==> src/rtl/irq_ctrl.sv <==
// irq_ctrl - fixed-priority interrupt controller with claim/EOI handshake.
//
// Collects NUM_IRQ asynchronous request lines, latches them as edge or level
// requests, and presents the lowest-index enabled pending channel to the CPU
// as int_req/int_num. Only one interrupt is in service at a time: the CPU
// claims by reading CLAIM and releases by writing EOI.
//
// Ports
//   clk      system clock, rising edge
//   rst_n    synchronous active-low reset
//   irq_in   raw request lines, asynchronous to clk
//   addr     register select
//   wdata    write data
//   we, rd   single-cycle write / read strobes
//   rdata    read data, combinational, 0 when rd=0
//   int_req  registered interrupt request to the CPU
//   int_num  registered vector of the requesting channel
//
// Register map
//   0 MASK    rw   1 = channel enabled
//   1 PENDING r/w1c
//   2 MODE    rw   1 = level, 0 = edge
//   3 CLAIM   r    {1, int_num[30:0]} while requesting, else 0; the read claims
//   4 EOI     w    any write ends service
//   5-7            read 0
//
// State   | meaning
// --------+-----------------------------------------------------------
// IDLE    | nothing presented to the CPU
// REQ     | int_req high, int_num follows the current winner
// SERVICE | claimed, int_num frozen until EOI

module irq_ctrl #(
   parameter int unsigned NUM_IRQ  = 8,
   parameter logic [31:0] VEC_BASE = 32'd1
) (
   input  logic               clk,
   input  logic               rst_n,
   input  logic [NUM_IRQ-1:0] irq_in,
   input  logic [2:0]         addr,
   input  logic [31:0]        wdata,
   input  logic               we,
   input  logic               rd,
   output logic [31:0]        rdata,
   output logic               int_req,
   output logic [31:0]        int_num
);

   typedef enum logic [1:0] {
      IDLE    = 2'd0,
      REQ     = 2'd1,
      SERVICE = 2'd2
   } state_e;

   localparam logic [2:0] A_MASK  = 3'd0;
   localparam logic [2:0] A_PEND  = 3'd1;
   localparam logic [2:0] A_MODE  = 3'd2;
   localparam logic [2:0] A_CLAIM = 3'd3;
   localparam logic [2:0] A_EOI   = 3'd4;

   logic [NUM_IRQ-1:0] s1_q, s2_q, s3_q;
   logic [NUM_IRQ-1:0] mask_q, mask_d;
   logic [NUM_IRQ-1:0] pend_q, pend_d;
   logic [NUM_IRQ-1:0] mode_q, mode_d;
   state_e             state_q, state_d;
   logic               int_req_q, int_req_d;
   logic [31:0]        int_num_q, int_num_d;
   logic [4:0]         claim_idx_q, claim_idx_d;

   logic [NUM_IRQ-1:0] rise;
   logic [NUM_IRQ-1:0] w1c;
   logic [NUM_IRQ-1:0] claim_clr;
   logic [NUM_IRQ-1:0] active;
   logic               win_vld;
   logic [4:0]         win_idx;
   logic               wr_mask, wr_pend, wr_mode, wr_eoi;
   logic               claim;

   // Register writes only ever use the low NUM_IRQ bits.
   logic unused_wdata;
   assign unused_wdata = ^wdata;

   assign wr_mask = we && (addr == A_MASK);
   assign wr_pend = we && (addr == A_PEND);
   assign wr_mode = we && (addr == A_MODE);
   assign wr_eoi  = we && (addr == A_EOI);
   assign claim   = rd && (addr == A_CLAIM) && (state_q == REQ);

   assign rise = s2_q & ~s3_q;
   assign w1c  = wr_pend ? wdata[NUM_IRQ-1:0] : '0;

   always_comb begin
      mask_d = mask_q;
      mode_d = mode_q;
      if (wr_mask) mask_d = wdata[NUM_IRQ-1:0];
      if (wr_mode) mode_d = wdata[NUM_IRQ-1:0];
   end

   always_comb begin
      claim_clr = '0;
      pend_d    = '0;
      for (int i = 0; i < NUM_IRQ; i++) begin
         claim_clr[i] = claim && (claim_idx_q == 5'(i));
         // Edge channels: a new rise beats a same-cycle clear.
         if (mode_q[i]) pend_d[i] = s2_q[i];
         else           pend_d[i] = rise[i] | (pend_q[i] & ~w1c[i] & ~claim_clr[i]);
      end
   end

   // The FSM looks at the mask being written so that a mask write shows up on
   // int_req on the edge right after the write cycle.
   assign active = pend_q & mask_d;

   always_comb begin
      win_vld = 1'b0;
      win_idx = '0;
      for (int i = NUM_IRQ - 1; i >= 0; i--) begin
         if (active[i]) begin
            win_vld = 1'b1;
            win_idx = 5'(i);
         end
      end
   end

   always_comb begin
      state_d = state_q;
      case (state_q)
         IDLE:    if (win_vld) state_d = REQ;
         REQ: begin
            if (claim)         state_d = SERVICE;
            else if (!win_vld) state_d = IDLE;
         end
         SERVICE: if (wr_eoi) state_d = IDLE;
         default: state_d = IDLE;
      endcase
   end

   always_comb begin
      int_req_d   = (state_d == REQ);
      int_num_d   = int_num_q;
      claim_idx_d = claim_idx_q;
      if (state_d == REQ) begin
         int_num_d   = VEC_BASE + {27'd0, win_idx};
         claim_idx_d = win_idx;
      end
   end

   always_ff @(posedge clk) begin
      if (!rst_n) begin
         s1_q        <= '0;
         s2_q        <= '0;
         s3_q        <= '0;
         mask_q      <= '0;
         pend_q      <= '0;
         mode_q      <= '0;
         state_q     <= IDLE;
         int_req_q   <= 1'b0;
         int_num_q   <= '0;
         claim_idx_q <= '0;
      end else begin
         s1_q        <= irq_in;
         s2_q        <= s1_q;
         s3_q        <= s2_q;
         mask_q      <= mask_d;
         pend_q      <= pend_d;
         mode_q      <= mode_d;
         state_q     <= state_d;
         int_req_q   <= int_req_d;
         int_num_q   <= int_num_d;
         claim_idx_q <= claim_idx_d;
      end
   end

   // Reads see pre-write state, so a simultaneous we/rd returns the old value.
   always_comb begin
      rdata = '0;
      if (rd) begin
         case (addr)
            A_MASK:  rdata = {{(32-NUM_IRQ){1'b0}}, mask_q};
            A_PEND:  rdata = {{(32-NUM_IRQ){1'b0}}, pend_q};
            A_MODE:  rdata = {{(32-NUM_IRQ){1'b0}}, mode_q};
            A_CLAIM: rdata = (state_q == REQ) ? {1'b1, int_num_q[30:0]} : '0;
            default: rdata = '0;
         endcase
      end
   end

   assign int_req = int_req_q;
   assign int_num = int_num_q;

endmodule
==> config.mk <==
export PLATFORM = sky130hd
export DESIGN_NAME = irq_ctrl
export DESIGN_NICKNAME = d
export VERILOG_FILES = /design/src/rtl/irq_ctrl.sv
export SDC_FILE = /design/constraint.sdc
export NUM_CORES = 1
export LEC_CHECK = 0
export BUFFER_PORTS_ARGS = -buffer_cell sky130_fd_sc_hd__buf_2
export CORE_MARGIN = 5
export CORE_UTILIZATION = 53
export CTS_CLUSTER_SIZE = 10
export DETAILED_ROUTE_END_ITERATION = 16
export MAX_ROUTING_LAYER = met4
export PLACE_DENSITY = 0.85
export SKIP_LAST_GASP = 1
export SYNTH_ARGS = -nofsm -noshare
export SYNTH_HDL_FRONTEND = slang
export SYNTH_SLANG_ARGS = --single-unit
==> constraint.sdc <==
create_clock -name clk -period 6.9 [get_ports clk]
set_input_delay 1.035 -clock clk [delete_from_list [all_inputs] [get_ports clk]]
set_output_delay 1.035 -clock clk [all_outputs]
set_load 0.01 [all_outputs]
==> results of run 1 <==
==> power by group <==
| part | internal, mW | leakage (nW) | switching (mW) |
|---|---|---|---|
| registers | 0.347 | 0.473 | 0.00763 |
| logic | 0.0224 | 0.841 | 0.0417 |
| clock network | 0.166 | 0.101 | 0.124 |
==> worst paths after layout <==
check             startpoint         end  slack, ns
hold reg to reg      s1_q[2]     s2_q[2]       0.43
hold / removal       s1_q[2]     s2_q[2]       0.43
setup / recovery     addr[0]   rdata[31]       3.31
setup reg to reg   pend_q[5]  int_num[2]       4.89
==> kinds of logic after synthesis <==
family,count (synthesis),share of synthesized area
xor+xnor,1,0.00290
mux,29,0.0982
other cells,1,0.00124
flops,58,0.385
fa+ha+maj,1,0.00414
simple gates,130,0.222
compound gates,55,0.123
buf+inv,77,0.163
==> routing by layer <==
metal,up-vias,global-route usage,share of wire
li1,1132,-,-
met1,1076,0.209,0.40
met2,99,0.280,0.49
met3,17,0.0621,0.092
met4,0,0.0878,0.018
met5,-,-,0
==> cell usage after synthesis, drive strengths merged <==
library cell / count
a211o: 2
a211oi: 8
a21boi: 10
a21oi: 6
a221oi: 4
a31oi: 1
and2: 27
and2b: 1
and3: 4
buf: 56
clkbuf: 10
conb: 1
dfxtp: 58
ha: 1
inv: 11
mux2: 2
mux2i: 27
nand2: 48
nand2b: 6
nand4: 1
nor2: 20
nor2b: 15
nor3: 3
nor4: 1
nor4b: 2
o21a: 2
o21ai: 19
o221ai: 1
o311a: 1
o31ai: 1
or2: 1
or4b: 1
xnor2: 1
==> flip-flops by register name, summed over array words and instances (netlist names), 3 cells and up <==
signal,count
mask_q,8
mode_q,8
pend_q,8
s1_q,8
s2_q,8
s3_q,8
int_num,4
claim_idx_q,3
==> per-stage QoR <==
stage | area (um^2) | setup slack [ns] | total power, mW | util | hold WS [ns]
finish | 3220 | 3.31 | 0.709 | 0.585 | 0.433
global route | 3220 | 3.13 | 0.739 | 0.585 | 0.435
CTS | 3220 | 3.32 | 0.714 | 0.585 | 0.430
detailed placement | 3030 | 3.08 | 0.424 | 0.551 | 0.417
global placement | 3030 | 3.10 | 0.422 | 0.551 | 0.416
floorplan | 3210 | 3.78 | 0.427 | - | 0.412
==> area by class of cell <==
cell class / count / area [um^2] / share of cell area
Clock buffer: 13 / 179 / 0.0555
Clock inverter: 2 / 10.0 / 0.00311
Inverter: 11 / 41.3 / 0.0128
Multi-Input combinational cell: 267 / 1550 / 0.482
Sequential cell: 58 / 1160 / 0.360
Tap cell: 72 / 90.1 / 0.0280
Timing Repair Buffer: 37 / 188 / 0.0583
==> out/results.tsv, run 1 <==
stage	metric	value	unit
outcome	status	completed	
sta	min cycle time layout	3.59	ns
worst_setup_path	Crit path depth	5	
synthesis	cells after synthesis	352	
sta	RSZ-0062 raised after global routing	no	
synthesis	largest area contributor in the netlist	dfxtp_1	
synthesis	Avg Synthesized Cell Area	8.58	um^2
worst_setup_path	Crit-path slowest cell	nor3_1	
sta	Max transition margin	0.465	
synthesis	Yosys cell types	41	
placed_design	I/O Buffers	36	
route	WL/cell	13.9	um
worst_setup_path	Worst R2R Path Depth	7	
grt	initial antenna violation count	0	
synthesis	yosys warns	0	
route	Final Routed Wirelength	6380	um
grt	Total GRT Usage	0.181	
worst_setup_path	CP top delay family	simple AND/OR/NAND/NOR gates	
worst_setup_path	crit path launch type	input port	
cells_and_area	nets	432	
clocking	Max clock buf depth	2	
cells_and_area	fraction of layout cells with a size suffix above 1	0.149	
sta	fin. max-slew vios	0	
worst_setup_path	Worst Path Required	5.86	ns
route	Via Count	2324	
cells_and_area	fillers	513	
sta	Hold Vio Cnt, Final	0	
hold_path	Hold Crit Class	reg2reg	
sta	fmax	279	MHz
route	DRT iter0 DRCs	137	
sta	# setup viols final	0	
worst_setup_path	Critical Path AT	2.55	ns
clocking	# H-tree levels	3	
cells_and_area	ant diodes	0	
power	VDD IR max	0.000204	V
die	# rows	27	
grt	pin count of the biggest net entering global routing	59	
cells_and_area	Layout area overhead	6.71	%
grt	number of global-route vias before repair	2212	
die	core box area	5510	um^2
worst_setup_path	most frequent CP cell	buf_2	
grt	gr ovfl total	0	
route	ANT nets after route	0	
clocking	Setup Buffers After CTS	0	
clocking	Clk Latency, worst-skew pair	0.33	ns
die	Die Width	85.5	um
clocking	CTS tree	yes	
cells_and_area	commonest non-fill, non-tap cell in the layout	dfxtp_1	
worst_setup_path	CP max FO	13	
route	DR pass1 iterations	5	
power	pwr dens	220	nW/um^2
clocking	clk slew on worst S/H paths	0.06	ns
power	static leakage	1.42	nW
clocking	clk root buf	clkbuf_8	
clocking	Resized Gates After CTS	0	
route	Via density	5.05	
cells_and_area	commonest non-fill, non-tap cells in the layout	dfxtp_1 (58), conb_1 (51), nand2_1 (48)	
clocking	TritonCTS buffer count	9	
worst_setup_path	worst path bufs/invs	2	
die	starting density of the core	0.548	
grt	first-pass GRT wire length	10200	um
clocking	Sink Count	58	
synthesis	top-area cell type share of the netlist area	0.385	
worst_setup_path	critical-path cell list	buf_2, nand2b_1, nor3_1, and2_1, buf_2	
sta	final period utilization	0.520	
hold_path	WHS Path Cells	1	
placed_design	HPWL Detailed	4570	um
placed_design	Routability Congestion	0.904	
sta	Setup TNS	0	ns
worst_setup_path	Largest stage delay, worst path	0.50	ns
route	DRC errors left	0	
die	die area	7310	um^2
worst_setup_path	Worst setup EP type	output port	
die	Die Span Y	85.5	um
run	max cap viols	0	
synthesis	Synth area leaders	dfxtp_1 (38%), buf_4 (13%), mux2i_1 (9.0%), nand2_1 (6.0%), and2_1 (5.6%)	
cells_and_area	Post-Layout Cell Count	460	
worst_setup_path	CP Class	in2out	
synthesis	Yosys reg bits	58	
sta	Max Clock Skew	0.00850	ns
placed_design	placed cells	445	
die	Ports	112	
clocking	cts hold-fix bufs	0	
synthesis	mapped cell area	3020	um^2
sta	Worst-Margin Slew	0.802	ns
synthesis	sequential fraction of the synthesis area	0.385	
No activity file was read; power rests on OpenSTA's default activity.
==> run 2: changes to the inputs <==
--- a/config.mk
+++ b/config.mk
@@ -7,11 +7,11 @@
 export LEC_CHECK = 0
 export BUFFER_PORTS_ARGS = -buffer_cell sky130_fd_sc_hd__buf_2
 export CORE_MARGIN = 5
-export CORE_UTILIZATION = 53
+export CORE_UTILIZATION = 49
 export CTS_CLUSTER_SIZE = 10
 export DETAILED_ROUTE_END_ITERATION = 16
 export MAX_ROUTING_LAYER = met4
-export PLACE_DENSITY = 0.85
+export PLACE_DENSITY = 0.79
 export SKIP_LAST_GASP = 1
 export SYNTH_ARGS = -nofsm -noshare
 export SYNTH_HDL_FRONTEND = slang
==> constraint.sdc (replaced) <==
create_clock -name clk -period 3.53 [get_ports clk]
set_input_delay 0.5295 -clock clk [delete_from_list [all_inputs] [get_ports clk]]
set_output_delay 0.5295 -clock clk [all_outputs]
set_load 0.01 [all_outputs]
==> out/results.tsv, run 2 (synthesized netlist as in run 1, its figures left out) <==
stage	metric	value	unit
worst_setup_path	crit path launch type	input port	
sta	Setup TNS	0	ns
cells_and_area	commonest non-fill, non-tap cells in the layout	dfxtp_1 (58), conb_1 (51), nand2_1 (48)	
sta	fin. max-slew vios	0	
route	DRT iter0 DRCs	118	
grt	gr ovfl total	0	
power	VDD IR max	0.000240	V
placed_design	I/O Buffers	36	
route	WL/cell	13.4	um
die	Ports	112	
die	core box area	5960	um^2
power	Total Power	1.35	mW
placed_design	DP Worst Slack	0.475	ns
placed_design	HPWL Detailed	4420	um
route	Via density	4.95	
grt	number of global-route vias before repair	2142	
clocking	cts hold-fix bufs	0	
clocking	Clk Latency, worst-skew pair	0.34	ns
clocking	Sink Count	58	
sta	min cycle time layout	2.73	ns
clocking	clk root buf	clkbuf_8	
die	Die Span Y	88.5	um
clocking	clk slew on worst S/H paths	0.06	ns
placed_design	Routability Congestion	0.869	
die	starting density of the core	0.507	
cells_and_area	Core Util, Final	0.542	
clocking	# H-tree levels	3	
route	Via Count	2308	
run	max cap viols	0	
power	static leakage	1.42	nW
cells_and_area	ant diodes	0	
worst_setup_path	Worst Path Required	3.76	ns
sta	Worst-Margin Slew	0.827	ns
route	DR pass1 iterations	4	
sta	# setup viols final	0	
cells_and_area	fillers	556	
clocking	Setup Buffers After CTS	0	
grt	pin count of the biggest net entering global routing	59	
clocking	CTS tree	yes	
sta	fmax	366	MHz
clocking	Max clock buf depth	2	
die	# rows	28	
grt	Total GRT Usage	0.172	
cells_and_area	fraction of layout cells with a size suffix above 1	0.153	
grt	initial antenna violation count	0	
cells_and_area	Layout area overhead	6.96	%
sta	final worst setup slack	0.798	ns
cells_and_area	nets	435	
route	ANT nets after route	0	
power	pwr dens	417	nW/um^2
cells_and_area	Sequential cell area	1160	um^2
sta	Max Clock Skew	0.00441	ns
hold_path	Hold Crit Class	in2reg	
sta	Max transition margin	0.448	
sta	Hold Vio Cnt, Final	0	
cells_and_area	multi-input logic area	1550	um^2
sta	final period utilization	0.774	
die	Die Width	88.5	um
clocking	Resized Gates After CTS	0	
worst_setup_path	CP max FO	17	
worst_setup_path	Worst setup EP type	flip-flop	
worst_setup_path	reg-to-reg slack, setup	1.54	ns
grt	first-pass GRT wire length	9980	um
route	DRC errors left	0	
worst_setup_path	Critical Path AT	2.96	ns
worst_setup_path	CP Class	in2reg	
die	die area	7830	um^2
sta	RSZ-0062 raised after global routing	no	
cells_and_area	commonest non-fill, non-tap cell in the layout	dfxtp_1	
outcome	status	completed	
clocking	TritonCTS buffer count	9	
route	Final Routed Wirelength	6250	um
[run 2: cell count changes in the layout (fill, tap and decap cells not counted), sizes merged]
cell	change
clkbuf	-1
buf	+3
clkinv	+1
[run 2: worst paths after layout]
| kind | end | startpoint | depth (start not counted) |
|---|---|---|---|
| min | s1_q[3] | irq_in[3] | 2 |
| max reg2reg | int_num[1] | pend_q[5] | 7 |
| min reg2reg | s2_q[4] | s1_q[4] | 1 |
| max | int_num[1] | addr[1] | 9 |
[run 2: stage by stage]
step	cell area [um^2]	hold WS, ns	cells
after floorplan	3210	0.412	402
after global placement	3060	0.416	451
after detailed placement	3060	0.419	451
after CTS	3230	0.380	466
after global routing	3230	0.387	466
final	3230	0.396	466
[run 2: power breakdown]
part           switching (mW)  leakage (nW)  internal [mW]
clock network           0.242        0.0920          0.285
logic                  0.0813         0.855         0.0450
registers              0.0145         0.473          0.678
total                   0.338          1.42           1.01
[run 2: worst max-delay path: stages]
cell,delay (ns)
buf_2,0.19
or4b_1,0.53
buf_4,0.22
mux2i_1,0.17
or2_2,0.28
o31ai_1,0.51
ha_1,0.33
mux2i_1,0.13
nor2b_1,0.06
[run 2: per-layer routing]
metal | wire length, um | GRT usage
met5 | 0 | -
met4 | 115 | 0.104
met3 | 471 | 0.0372
met2 | 2950 | 0.264
met1 | 2720 | 0.205
[run 2: area by class of cell]
cell class | count | share of cell area
clock buffer | 12 | 0.0480
clock inverter | 3 | 0.00465
timing repair buffer | 40 | 0.0651
tap | 75 | 0.0291
sequential | 58 | 0.360
inverter | 11 | 0.0128
multi-input combinational | 267 | 0.481
==> run 3: changes to the inputs <==
--- a/config.mk
+++ b/config.mk
@@ -7,11 +7,11 @@
 export LEC_CHECK = 0
 export BUFFER_PORTS_ARGS = -buffer_cell sky130_fd_sc_hd__buf_2
 export CORE_MARGIN = 5
-export CORE_UTILIZATION = 49
+export CORE_UTILIZATION = 45
 export CTS_CLUSTER_SIZE = 10
 export DETAILED_ROUTE_END_ITERATION = 16
 export MAX_ROUTING_LAYER = met4
-export PLACE_DENSITY = 0.79
+export PLACE_DENSITY = 0.77
 export SKIP_LAST_GASP = 1
 export SYNTH_ARGS = -nofsm -noshare
 export SYNTH_HDL_FRONTEND = slang
==> constraint.sdc (replaced) <==
create_clock -name clk -period 2.36 [get_ports clk]
set_input_delay 0.354 -clock clk [delete_from_list [all_inputs] [get_ports clk]]
set_output_delay 0.354 -clock clk [all_outputs]
set_load 0.01 [all_outputs]
==> out/results.tsv, run 3 (synthesized netlist as in run 1, its figures left out) <==
stage	metric	value	unit
cells_and_area	ant diodes	0	
route	WL/cell	13.5	um
power	switching pwr	534	uW
die	Ports	112	
die	die area	8450	um^2
cells_and_area	commonest non-fill, non-tap cells in the layout	dfxtp_1 (58), conb_1 (51), nand2_1 (48)	
sta	fmax	439	MHz
grt	gr ovfl total	0	
placed_design	Cell Area, Placed	3230	um^2
sta	hold_ws	0.222	ns
route	Via Count	2390	
clocking	clk root buf	clkbuf_8	
route	DRT iter0 DRCs	104	
die	core box area	6420	um^2
sta	RSZ-0062 raised after global routing	no	
run	max cap viols	0	
power	VDD IR max	0.000508	V
power	Switching Fraction	0.223	
worst_setup_path	CP Class	in2reg	
power	Sequential Power Share	0.433	
outcome	status	completed	
cells_and_area	fraction of layout cells with a size suffix above 1	0.208	
cells_and_area	Core Util, Final	0.544	
cells_and_area	Layout area overhead	15.8	%
power	clock power share	0.479	
cells_and_area	nets	457	
power	Comb power frac	0.088	
grt	pin count of the biggest net entering global routing	45	
clocking	clk slew on worst S/H paths	0.07	ns
grt	initial antenna violation count	0	
worst_setup_path	worst flop-to-flop path startpoint	pend_q[6]	
sta	min cycle time layout	2.28	ns
clocking	# H-tree levels	3	
sta	Setup TNS	0	ns
die	Die Span Y	91.9	um
clocking	Max clock buf depth	2	
sta	Max Clock Skew	0.00563	ns
grt	first-pass GRT wire length	10600	um
route	DRC errors left	0	
power	pwr dens	683	nW/um^2
cells_and_area	Post-Layout Cell Count	491	
sta	final worst setup slack	0.0843	ns
sta	final period utilization	0.964	
cells_and_area	fin area	3500	um^2
hold_path	Hold Crit Class	in2reg	
worst_setup_path	reg-to-reg slack, setup	0.50	ns
clocking	CTS tree	yes	
placed_design	placed cells	475	
placed_design	Routability Congestion	0.900	
sta	Worst-Margin Slew	0.674	ns
route	Via density	4.87	
worst_setup_path	Worst Path Required	2.58	ns
clocking	TritonCTS buffer count	9	
die	Die Width	91.9	um
sta	# setup viols final	0	
route	ANT nets after route	0	
worst_setup_path	Worst setup EP type	flip-flop	
route	Final Routed Wirelength	6610	um
grt	Total GRT Usage	0.163	
hold_path	critical hold path startpoint	irq_in[5]	
worst_setup_path	origin of the worst setup path	addr[1]	
worst_setup_path	Critical Path AT	2.50	ns
grt	M1 GR Usage	0.187	
sta	Hold Vio Cnt, Final	0	
placed_design	DP Worst Slack	-0.249	ns
power	static leakage	1.57	nW
grt	GR peak layer	met2	
power	cell-internal power	1.86	mW
die	starting density of the core	0.470	
cells_and_area	commonest non-fill, non-tap cell in the layout	dfxtp_1	
placed_design	HPWL Detailed	4890	um
grt	met2 Resource Use GR	0.262	
route	DR pass1 iterations	4	
grt	number of global-route vias before repair	2290	
worst_setup_path	crit path launch type	input port	
clocking	Sink Count	58	
sta	fin. max-slew vios	0	
sta	Max transition margin	0.549	
die	# rows	29	
clocking	Clk Latency, worst-skew pair	0.33	ns
grt	met3 Usage GRT	0.0426	
placed_design	I/O Buffers	36	
power	Total Power	2.39	mW
worst_setup_path	CP max FO	12	
clocking	Setup Buffers After CTS	0	
run 3: cell types whose count changed in the layout (fill, tap and decap cells not counted), sizes merged:
cell / change
buf: +22
bufinv: +3
clkinv: -3
clkinvlp: +1
run 3: worst max-delay path, cell delays in order:
cell     delay [ns]
buf_2          0.10
or4b_1         0.50
buf_4          0.21
mux2i_1        0.16
or2_2          0.32
o31ai_2        0.27
buf_4          0.17
ha_1           0.22
mux2i_1        0.13
nor2b_1        0.06
run 3: power groups by stage:
stage | Sequential, mW | Combinational, mW | Clock, mW
floorplan | 1.05 | 0.197 | 0
global placement | 1.05 | 0.200 | 0
detailed placement | 1.06 | 0.206 | 0
CTS | 1.03 | 0.208 | 1.16
global route | 1.04 | 0.232 | 1.20
finish | 1.03 | 0.211 | 1.14
run 3: final cells by class:
class	instances	area, um^2
Clock buffer	12	155
Clock inverter	4	97.6
Fill cell	586	2930
Inverter	11	41.3
Multi-Input combinational cell	267	1570
Sequential cell	58	1160
Tap cell	77	96.3
Timing Repair Buffer	62	375
run 3: path summary, 6_finish.rpt:
| check | endpoint | cells after the start |
|---|---|---|
| worst max-delay path | int_num[1] | 10 |
| worst min-delay path | s1_q[5] | 2 |
| worst max register to register | int_num[1] | 8 |
| worst min register to register | s2_q[7] | 1 |
run 3: layer usage:
metal,part of all wire,vias to the layer above
li1,-,1178
met1,0.43,1116
met2,0.49,80
met3,0.064,16
met4,0.022,0
met5,0,-
run 3: timing repair:
item,CTS,global route
setup endpoints to repair,0,1
endpoints found under the hold margin,0,0
hold buffers,0,0
gates resized for setup,0,3
